===== config.mk =====
export PLATFORM = sky130hd
export DESIGN_NAME = booth_mul_arbiter_flat
export DESIGN_NICKNAME = d
export VERILOG_FILES = /design/src/rtl/booth_mul_arbiter_if.sv /design/src/rtl/booth_mul_arbiter.sv /design/src/flat_wrapper.sv
export SDC_FILE = /design/constraint.sdc
export NUM_CORES = 1
export LEC_CHECK = 0
export CAP_MARGIN = 20
export CORE_ASPECT_RATIO = 0.7
export CORE_MARGIN = 2
export CORE_UTILIZATION = 41
export DETAILED_ROUTE_END_ITERATION = 6
export HOLD_SLACK_MARGIN = 0.05
export PLACE_DENSITY = 0.85
export REMOVE_ABC_BUFFERS = 1
export SETUP_SLACK_MARGIN = 0.15
export SYNTH_ARGS = -nofsm -noshare
export SYNTH_HDL_FRONTEND = slang
export SYNTH_SLANG_ARGS = --single-unit

===== constraint.sdc =====
create_clock -name clk -period 1.6 [get_ports clk]
set_input_delay 0.32 -clock clk [delete_from_list [all_inputs] [get_ports clk]]
set_output_delay 0.32 -clock clk [all_outputs]
set_load 0.05 [all_outputs]

===== src/rtl/booth_mul_arbiter_if.sv =====
// booth_mul_arbiter_if: operand, compressor and result signals of booth_mul_arbiter.
//   req0_*/req1_* : two operand channels (valid/ready, 7-bit signed a, 8-bit signed b)
//   c, e..h       : negate bits and four partial products driven to the compressor
//   vs, vc        : carry-save sum/carry returned combinationally by the compressor
//   out_*         : tagged 16-bit product with valid/ready backpressure
// The slave modport is the arbiter; master is the surrounding environment.
interface booth_mul_arbiter_if;
  localparam int unsigned A_W  = 7;
  localparam int unsigned B_W  = 8;
  localparam int unsigned PP_W = 8;
  localparam int unsigned ND   = 4;
  localparam int unsigned CS_W = 17;
  localparam int unsigned P_W  = 16;

  logic            req0_valid;
  logic            req0_ready;
  logic [A_W-1:0]  req0_a;
  logic [B_W-1:0]  req0_b;
  logic            req1_valid;
  logic            req1_ready;
  logic [A_W-1:0]  req1_a;
  logic [B_W-1:0]  req1_b;
  logic [ND-1:0]   c;
  logic [PP_W-1:0] e;
  logic [PP_W-1:0] f;
  logic [PP_W-1:0] g;
  logic [PP_W-1:0] h;
  logic [CS_W-1:0] vs;
  logic [CS_W-1:0] vc;
  logic            out_valid;
  logic            out_ready;
  logic            out_id;
  logic [P_W-1:0]  out_p;

  modport slave (
    input  req0_valid, req0_a, req0_b,
    input  req1_valid, req1_a, req1_b,
    input  vs, vc, out_ready,
    output req0_ready, req1_ready,
    output c, e, f, g, h,
    output out_valid, out_id, out_p
  );

  modport master (
    output req0_valid, req0_a, req0_b,
    output req1_valid, req1_a, req1_b,
    output vs, vc, out_ready,
    input  req0_ready, req1_ready,
    input  c, e, f, g, h,
    input  out_valid, out_id, out_p
  );
endinterface


===== src/rtl/booth_mul_arbiter.sv =====
// booth_mul_arbiter: round-robin two-channel scheduler for the shared radix-4
// Booth partial-product compressor. Grants one operand pair per cycle into an
// operand latch (S1), drives the compressor from S1, and registers the resolved
// carry-save result with its channel tag in the output stage (S2).
//   clk, rst : rising-edge clock, asynchronous active-high reset
//   bus      : booth_mul_arbiter_if.slave (operand channels, compressor, result)
module booth_mul_arbiter (
  input logic                 clk,
  input logic                 rst,
  booth_mul_arbiter_if.slave  bus
);

  localparam int unsigned A_W  = 7;
  localparam int unsigned B_W  = 8;
  localparam int unsigned PP_W = 8;
  localparam int unsigned ND   = 4;
  localparam int unsigned P_W  = 16;

  // Operand latch
  logic           s1_v;
  logic           s1_id;
  logic [A_W-1:0] s1_a;
  logic [B_W-1:0] s1_b;

  // Output register
  logic           out_valid_q;
  logic           out_id_q;
  logic [P_W-1:0] out_p_q;

  // Round-robin pointer: id of the most recent grant
  logic           last;

  logic           advance;
  logic           gnt0;
  logic           gnt1;
  logic           grant_any;

  logic [ND-1:0]   neg;
  logic [PP_W-1:0] pp [ND];

  // Arbitration: on a tie the channel not granted last wins; grant only when S1 can move
  always_comb begin
    advance   = ~out_valid_q | bus.out_ready;
    gnt0      = advance & bus.req0_valid & (~bus.req1_valid | last);
    gnt1      = advance & bus.req1_valid & (~bus.req0_valid | ~last);
    grant_any = gnt0 | gnt1;
  end

  // Pipeline registers: S2 takes S1, S1 takes the granted channel, both hold on stall
  always_ff @(posedge clk or posedge rst) begin
    if (rst) begin
      s1_v        <= 1'b0;
      s1_id       <= 1'b0;
      s1_a        <= '0;
      s1_b        <= '0;
      out_valid_q <= 1'b0;
      out_id_q    <= 1'b0;
      out_p_q     <= '0;
      last        <= 1'b1;
    end else if (advance) begin
      out_valid_q <= s1_v;
      out_id_q    <= s1_id;
      if (s1_v) begin
        out_p_q <= P_W'(bus.vs + bus.vc);
      end
      s1_v <= grant_any;
      if (grant_any) begin
        s1_id <= gnt1;
        s1_a  <= gnt1 ? bus.req1_a : bus.req0_a;
        s1_b  <= gnt1 ? bus.req1_b : bus.req0_b;
        last  <= gnt1;
      end
    end
  end

  // Radix-4 Booth recoding of the latched multiplier; drives are zero when S1 is empty.
  // A negative digit is sent as the one's complement plus a carry-in on c[i].
  always_comb begin
    logic [B_W:0]    b_ext;
    logic [2:0]      t;
    logic [PP_W-1:0] mag;
    b_ext = {s1_b, 1'b0};
    t     = '0;
    mag   = '0;
    neg   = '0;
    for (int i = 0; i < ND; i++) begin
      t = b_ext[2*i +: 3];
      case (t)
        3'b000, 3'b111: mag = '0;
        3'b011, 3'b100: mag = {s1_a, 1'b0};
        default:        mag = {s1_a[A_W-1], s1_a};
      endcase
      neg[i] = s1_v & t[2] & ~(t[1] & t[0]);
      pp[i]  = s1_v ? (neg[i] ? ~mag : mag) : '0;
    end
  end

  assign bus.req0_ready = gnt0;
  assign bus.req1_ready = gnt1;
  assign bus.c          = neg;
  assign bus.e          = pp[0];
  assign bus.f          = pp[1];
  assign bus.g          = pp[2];
  assign bus.h          = pp[3];
  assign bus.out_valid  = out_valid_q;
  assign bus.out_id     = out_id_q;
  assign bus.out_p      = out_p_q;

endmodule


===== src/flat_wrapper.sv =====
// flat-port wrapper written by rule: the top's interface ports become plain ports
module booth_mul_arbiter_flat 
  (clk, rst, bus_req0_valid, bus_req0_a, bus_req0_b, bus_req1_valid, bus_req1_a, bus_req1_b, bus_vs, bus_vc, bus_out_ready, bus_req0_ready, bus_req1_ready, bus_c, bus_e, bus_f, bus_g, bus_h, bus_out_valid, bus_out_id, bus_out_p);
  booth_mul_arbiter_if bus_i ();
  input logic clk;
  input logic rst;
  input wire logic [$bits(bus_i.req0_valid)-1:0] bus_req0_valid;
  input wire logic [$bits(bus_i.req0_a)-1:0] bus_req0_a;
  input wire logic [$bits(bus_i.req0_b)-1:0] bus_req0_b;
  input wire logic [$bits(bus_i.req1_valid)-1:0] bus_req1_valid;
  input wire logic [$bits(bus_i.req1_a)-1:0] bus_req1_a;
  input wire logic [$bits(bus_i.req1_b)-1:0] bus_req1_b;
  input wire logic [$bits(bus_i.vs)-1:0] bus_vs;
  input wire logic [$bits(bus_i.vc)-1:0] bus_vc;
  input wire logic [$bits(bus_i.out_ready)-1:0] bus_out_ready;
  output wire logic [$bits(bus_i.req0_ready)-1:0] bus_req0_ready;
  output wire logic [$bits(bus_i.req1_ready)-1:0] bus_req1_ready;
  output wire logic [$bits(bus_i.c)-1:0] bus_c;
  output wire logic [$bits(bus_i.e)-1:0] bus_e;
  output wire logic [$bits(bus_i.f)-1:0] bus_f;
  output wire logic [$bits(bus_i.g)-1:0] bus_g;
  output wire logic [$bits(bus_i.h)-1:0] bus_h;
  output wire logic [$bits(bus_i.out_valid)-1:0] bus_out_valid;
  output wire logic [$bits(bus_i.out_id)-1:0] bus_out_id;
  output wire logic [$bits(bus_i.out_p)-1:0] bus_out_p;
  assign bus_i.req0_valid = bus_req0_valid;
  assign bus_i.req0_a = bus_req0_a;
  assign bus_i.req0_b = bus_req0_b;
  assign bus_i.req1_valid = bus_req1_valid;
  assign bus_i.req1_a = bus_req1_a;
  assign bus_i.req1_b = bus_req1_b;
  assign bus_i.vs = bus_vs;
  assign bus_i.vc = bus_vc;
  assign bus_i.out_ready = bus_out_ready;
  assign bus_req0_ready = bus_i.req0_ready;
  assign bus_req1_ready = bus_i.req1_ready;
  assign bus_c = bus_i.c;
  assign bus_e = bus_i.e;
  assign bus_f = bus_i.f;
  assign bus_g = bus_i.g;
  assign bus_h = bus_i.h;
  assign bus_out_valid = bus_i.out_valid;
  assign bus_out_id = bus_i.out_id;
  assign bus_out_p = bus_i.out_p;
  booth_mul_arbiter u_core (.clk(clk), .rst(rst), .bus(bus_i));
endmodule

==> results.sh, run 1 <==
export IMPL_run_status="stopped before the end"
export IMPL_haltStage="5_1_grt"
export IMPL_error="[ERROR DPL-0033] detailed placement checks failed during check placement."
export IMPL_synth_seq_cells=36
export IMPL_root_buffer="clkbuf_8"
export IMPL_clk_path_buf_depth=2
export IMPL_hold_buffers=0
export IMPL_dp_cells=721
export IMPL_synth_simple_gate_area_share_pct=25.0
export IMPL_synth_top_area_cell="dfrtp_1"
export IMPL_htreeDepth=2
export IMPL_synth_most_common_cell="nor2_1"
export IMPL_netlist_top_cells_count="nor2_1, nand2_1, dfrtp_1"
export IMPL_yosysSeqAreaShare_pct=28.0
export IMPL_yosysTopAreaCellShare_pct=27.2
export IMPL_synthTopCellsByArea="dfrtp_1, nor2_1, nand2_1"
export IMPL_muxShareOfSynthArea_pct=3.54
export IMPL_grt_start_max_net_pins=37
export IMPL_grt_antenna_before_repair=0
export IMPL_numCtsBuffers=5
export IMPL_dp_hpwl_um=9840
export IMPL_avgSynthCellArea_um2=7.22
export IMPL_ys_warn_count=0
export IMPL_synth_main_ff_cell="dfrtp_1"
export IMPL_place_gp_congestion=1.06
export IMPL_async_flop_share_pct=100
export IMPL_cts_num_sinks=36
export IMPL_synth_cells=446
export IMPL_synthDistinctLibCells=50
export IMPL_synth_compound_area_share_pct=23.4
export IMPL_crit_endpoint="bus_g[5]"
export IMPL_dieHeight_um=78.2
export IMPL_worst_ep_kind="top-level output"
export IMPL_row_count=26
export IMPL_place_ws_ns=-1.10
export IMPL_port_buffers=122
export IMPL_synth_xor_area_share_pct=8.43
export IMPL_io_pins=125
export IMPL_synth_edf_count=0
export IMPL_synthAdderAreaFrac_pct=6.45
export IMPL_initial_core_util_pct=43.2
export IMPL_die_w_um=110
export IMPL_synth_top_family_by_area="simple AND/OR/NAND/NOR gates"
export IMPL_syn_area_mm2=0.00322
## cell families after synthesis
family	Yosys count
DFF	36
xor gates and xnor gates	31
muxes	11
buffers and inverters	42
and+or+nand+nor	191
AOI/OAI and AO/OA	119
adders and majority gates	16
## timing repair
action                                  in CTS
endpoints found under the setup margin      68
buffers inserted                            34
gates resized for setup                    234
pin swaps                                   78
gates cloned                                 1
## through the flow
stage	cell area [um2]	hold slack (ns)
floorplan	3090	0.390
global placement	5480	0.468
detailed placement	5480	0.478
CTS	6530	0.364
==> inputs of run 2 (changes only) <==
Settings changed: CORE_ASPECT_RATIO 0.7 to default, CORE_UTILIZATION 41 to 39, HOLD_SLACK_MARGIN 0.05 to default, PLACE_DENSITY 0.85 to default, PLACE_DENSITY_LB_ADDON from default to 0.15, SETUP_SLACK_MARGIN 0.15 to default.
Clock period 1.6 ns to 2.08 ns, I/O delays scaled along.
==> run 2 against run 1 <==
The flow now finishes, with violations (setup timing). Synthesized cell count unchanged. Area after synthesis unchanged.
==> results.sh, run 2 <==
export IMPL_rsz0062_at_grt="true"
export IMPL_drt_first_pass_iters=4
export IMPL_routed_wl_um=10800
export IMPL_power_density_mw_per_mm2=1050
export IMPL_reg2reg_slack_ns=0.59
export IMPL_grt_usage_pct=23.4
export IMPL_core_area_mm2=0.00809
export IMPL_nets=690
export IMPL_die_w_um=94.9
export IMPL_synth_seq_cells=36
export IMPL_yosysSeqAreaShare_pct=28.0
export IMPL_drt_iter0_markers=175
export IMPL_die_area_mm2=0.00900
export IMPL_synth_cells=446
export IMPL_start_kind="flip-flop"
export IMPL_n_fill_cell=604
export IMPL_critPathKind="reg2out"
export IMPL_clk_latency_ns=0.29
export IMPL_setup_viol=9
export IMPL_initial_core_util_pct=39.8
export IMPL_port_buffers=122
export IMPL_clk_path_buf_depth=2
export IMPL_worst_slack_ns=-0.166
export IMPL_worstHoldPathType="in2async"
export IMPL_synth_top_family_by_area="simple AND/OR/NAND/NOR gates"
export IMPL_grt_overflow=0
export IMPL_run_status="finished with violations"
export IMPL_synthDistinctLibCells=50
export IMPL_ys_warn_count=0
export IMPL_p_int_mw=3.13
export IMPL_peakVddDrop_uv=534
export IMPL_layout_drive_gt1_share_pct=31.4
export IMPL_finalHoldViolations=0
export IMPL_yosysTopAreaCellShare_pct=27.2
export IMPL_grt_pass1_wl_um=16800
export IMPL_synth_edf_count=0
export IMPL_cts_tree="yes"
export IMPL_synth_most_common_cell="nor2_1"
export IMPL_min_period_over_period_pct=108
export IMPL_grt_pass1_vias=3598
export IMPL_vias=3785
export IMPL_synthTopCellsByArea="dfrtp_1, nor2_1, nand2_1"
export IMPL_async_flop_share_pct=100
export IMPL_clock_fmax_mhz=445
export IMPL_path_clk_slew_ns=0.08
export IMPL_largest_register_ff_count=16
export IMPL_row_count=33
export IMPL_muxShareOfSynthArea_pct=3.54
export IMPL_drv_slew=0
export IMPL_path_max_fanout=6
export IMPL_fin_skew_ns=0.00495
export IMPL_num_antenna_cells=0
export IMPL_synth_compound_area_share_pct=23.4
export IMPL_power_leakage_nw=2.46
export IMPL_pwr_share_clk_pct=8.8
export IMPL_period_needed_ns=2.25
export IMPL_netlist_top_cells_count="nor2_1, nand2_1, dfrtp_1"
export IMPL_final_common_cell="clkdlybuf4s50_1"
export IMPL_root_buffer="clkbuf_8"
export IMPL_cp_data_required_time_ns=1.66
export IMPL_grt_start_max_net_pins=32
export IMPL_synthAdderAreaFrac_pct=6.45
export IMPL_syn_area_mm2=0.00322
export IMPL_worstMarginPinSlew_ns=0.526
export IMPL_synth_simple_gate_area_share_pct=25.0
export IMPL_ant_nets=0
export IMPL_synth_xor_area_share_pct=8.43
export IMPL_synth_top_area_cell="dfrtp_1"
export IMPL_drc=0
export IMPL_cts_num_sinks=36
export IMPL_power_switching_share_pct=48.8
export IMPL_dieHeight_um=94.9
export IMPL_cap_violations=0
export IMPL_maxSlewHeadroom_pct=64.8
export IMPL_io_pins=125
export IMPL_seq_power_share_pct=19.3
export IMPL_place_gp_congestion=0.920
export IMPL_area_growth_pct=80.5
export IMPL_power_mw=6.12
export IMPL_cp_arrival_ns=1.83
export IMPL_switchingPower_mw=2.98
export IMPL_p_comb_share_pct=71.9
export IMPL_setup_worst_path_end_class="output port"
export IMPL_avgSynthCellArea_um2=7.22
export IMPL_via_per_inst=5.32
export IMPL_wire_per_inst_um=15.2
export IMPL_grt_antenna_before_repair=0
export IMPL_htreeDepth=2
export IMPL_final_core_util_pct=71.8
export IMPL_violations="setup timing"
export IMPL_numCtsBuffers=5
export IMPL_layout_common_cells="clkdlybuf4s50_1, nor2_1, nand2_1, buf_4, buf_12"
export IMPL_synth_main_ff_cell="dfrtp_1"
export IMPL_dp_hpwl_um=7800
[run 2: cell counts after synthesis]
No cell type changed its count.
[run 2: kinds of logic after synthesis]
| logic type | Yosys count |
|---|---|
| AOI/OAI and AO/OA | 119 |
| xor gates and xnor gates | 31 |
| adders and majority gates | 16 |
| buffers and inverters | 42 |
| DFF | 36 |
| muxes | 11 |
| and+or+nand+nor | 191 |
[run 2: final timing paths]
check                                                      start                               end  depth (start not counted)
worst max-delay path                  u_core.s1_b[3]$_DFFE_PP0P_                          bus_g[3]                          5
worst min-delay path                                         rst     u_core.bus.out_id$_DFFE_PP0N_                          2
worst max register to register  u_core.bus.out_valid$_DFFE_PP0N_  u_core.bus.out_p[12]$_DFFE_PP0P_                          7
worst min register to register   u_core.bus.out_p[5]$_DFFE_PP0P_   u_core.bus.out_p[5]$_DFFE_PP0P_                          2
max in group asynchronous                                    rst        u_core.s1_a[6]$_DFFE_PP0P_                          3
min in group clk                 u_core.bus.out_p[5]$_DFFE_PP0P_   u_core.bus.out_p[5]$_DFFE_PP0P_                          2
[run 2: cell type report]
class                   instances  area (um2)  share of cell area, %
well taps                     105         131                   2.26
clock buffers                   6        82.6                   1.42
inverters                       9        33.8                  0.581
clock inverters                 2        10.0                  0.172
flip-flops and latches         36         918                   15.8
repair buffers                185        2150                   37.0
multi-input cells             368        2480                   42.7
[run 2: critical path, cell delays in order, from the launching register on]
cell and delay, ns:
dfrtp_2 0.47, or3_4 0.48, nor2_1 0.11, a211oi_1 0.06, nor2_1 0.23, buf_12 0.18
[run 2: per-layer routing]
metal  vias up  GRT usage (%)  part of all wire [%]
li1       1877              -                     -
met1      1768           27.7                    40
met2       124           43.7                    53
met3        16           2.71                   4.9
met4         0           7.13                   1.9
met5         -              0                     0
[run 2: power by group through the flow]
| stage | clock [mW] | combinational (mW) | sequential [mW] |
|---|---|---|---|
| 6_report | 0.541 | 4.40 | 1.18 |
| 5_1_grt | 0.586 | 4.65 | 1.22 |
| 4_1_cts | 0.547 | 4.18 | 1.15 |
| 3_5_place_dp | 0 | 4.04 | 1.14 |
| 3_3_place_gp | 0 | 3.97 | 1.14 |
| 2_1_floorplan | 0 | 1.82 | 1.55 |
[run 2: timing repair]
item | CTS | global route
setup buffers | 5 | 8
hold buffers | 0 | 0
resized for setup | 50 | 63
pin swaps | 20 | 27
endpoints found under the setup margin | 28 | 37
[run 2: per-stage QoR]
step                      setup TNS, ns  setup WS (ns)  instances  hold slack, ns  cell area [um2]
after floorplan                   -7.96         -0.602        413           0.479             3090
after global placement            -4.00         -0.609        690           0.465             5220
after CTS                        -0.913        -0.0956        703           0.478             5530
final                            -0.743         -0.166        711           0.462             5810
after global routing              -1.83         -0.226        711           0.505             5810
after detailed placement          -4.35         -0.637        690           0.469             5220
Power figures use the tool's default switching activity.
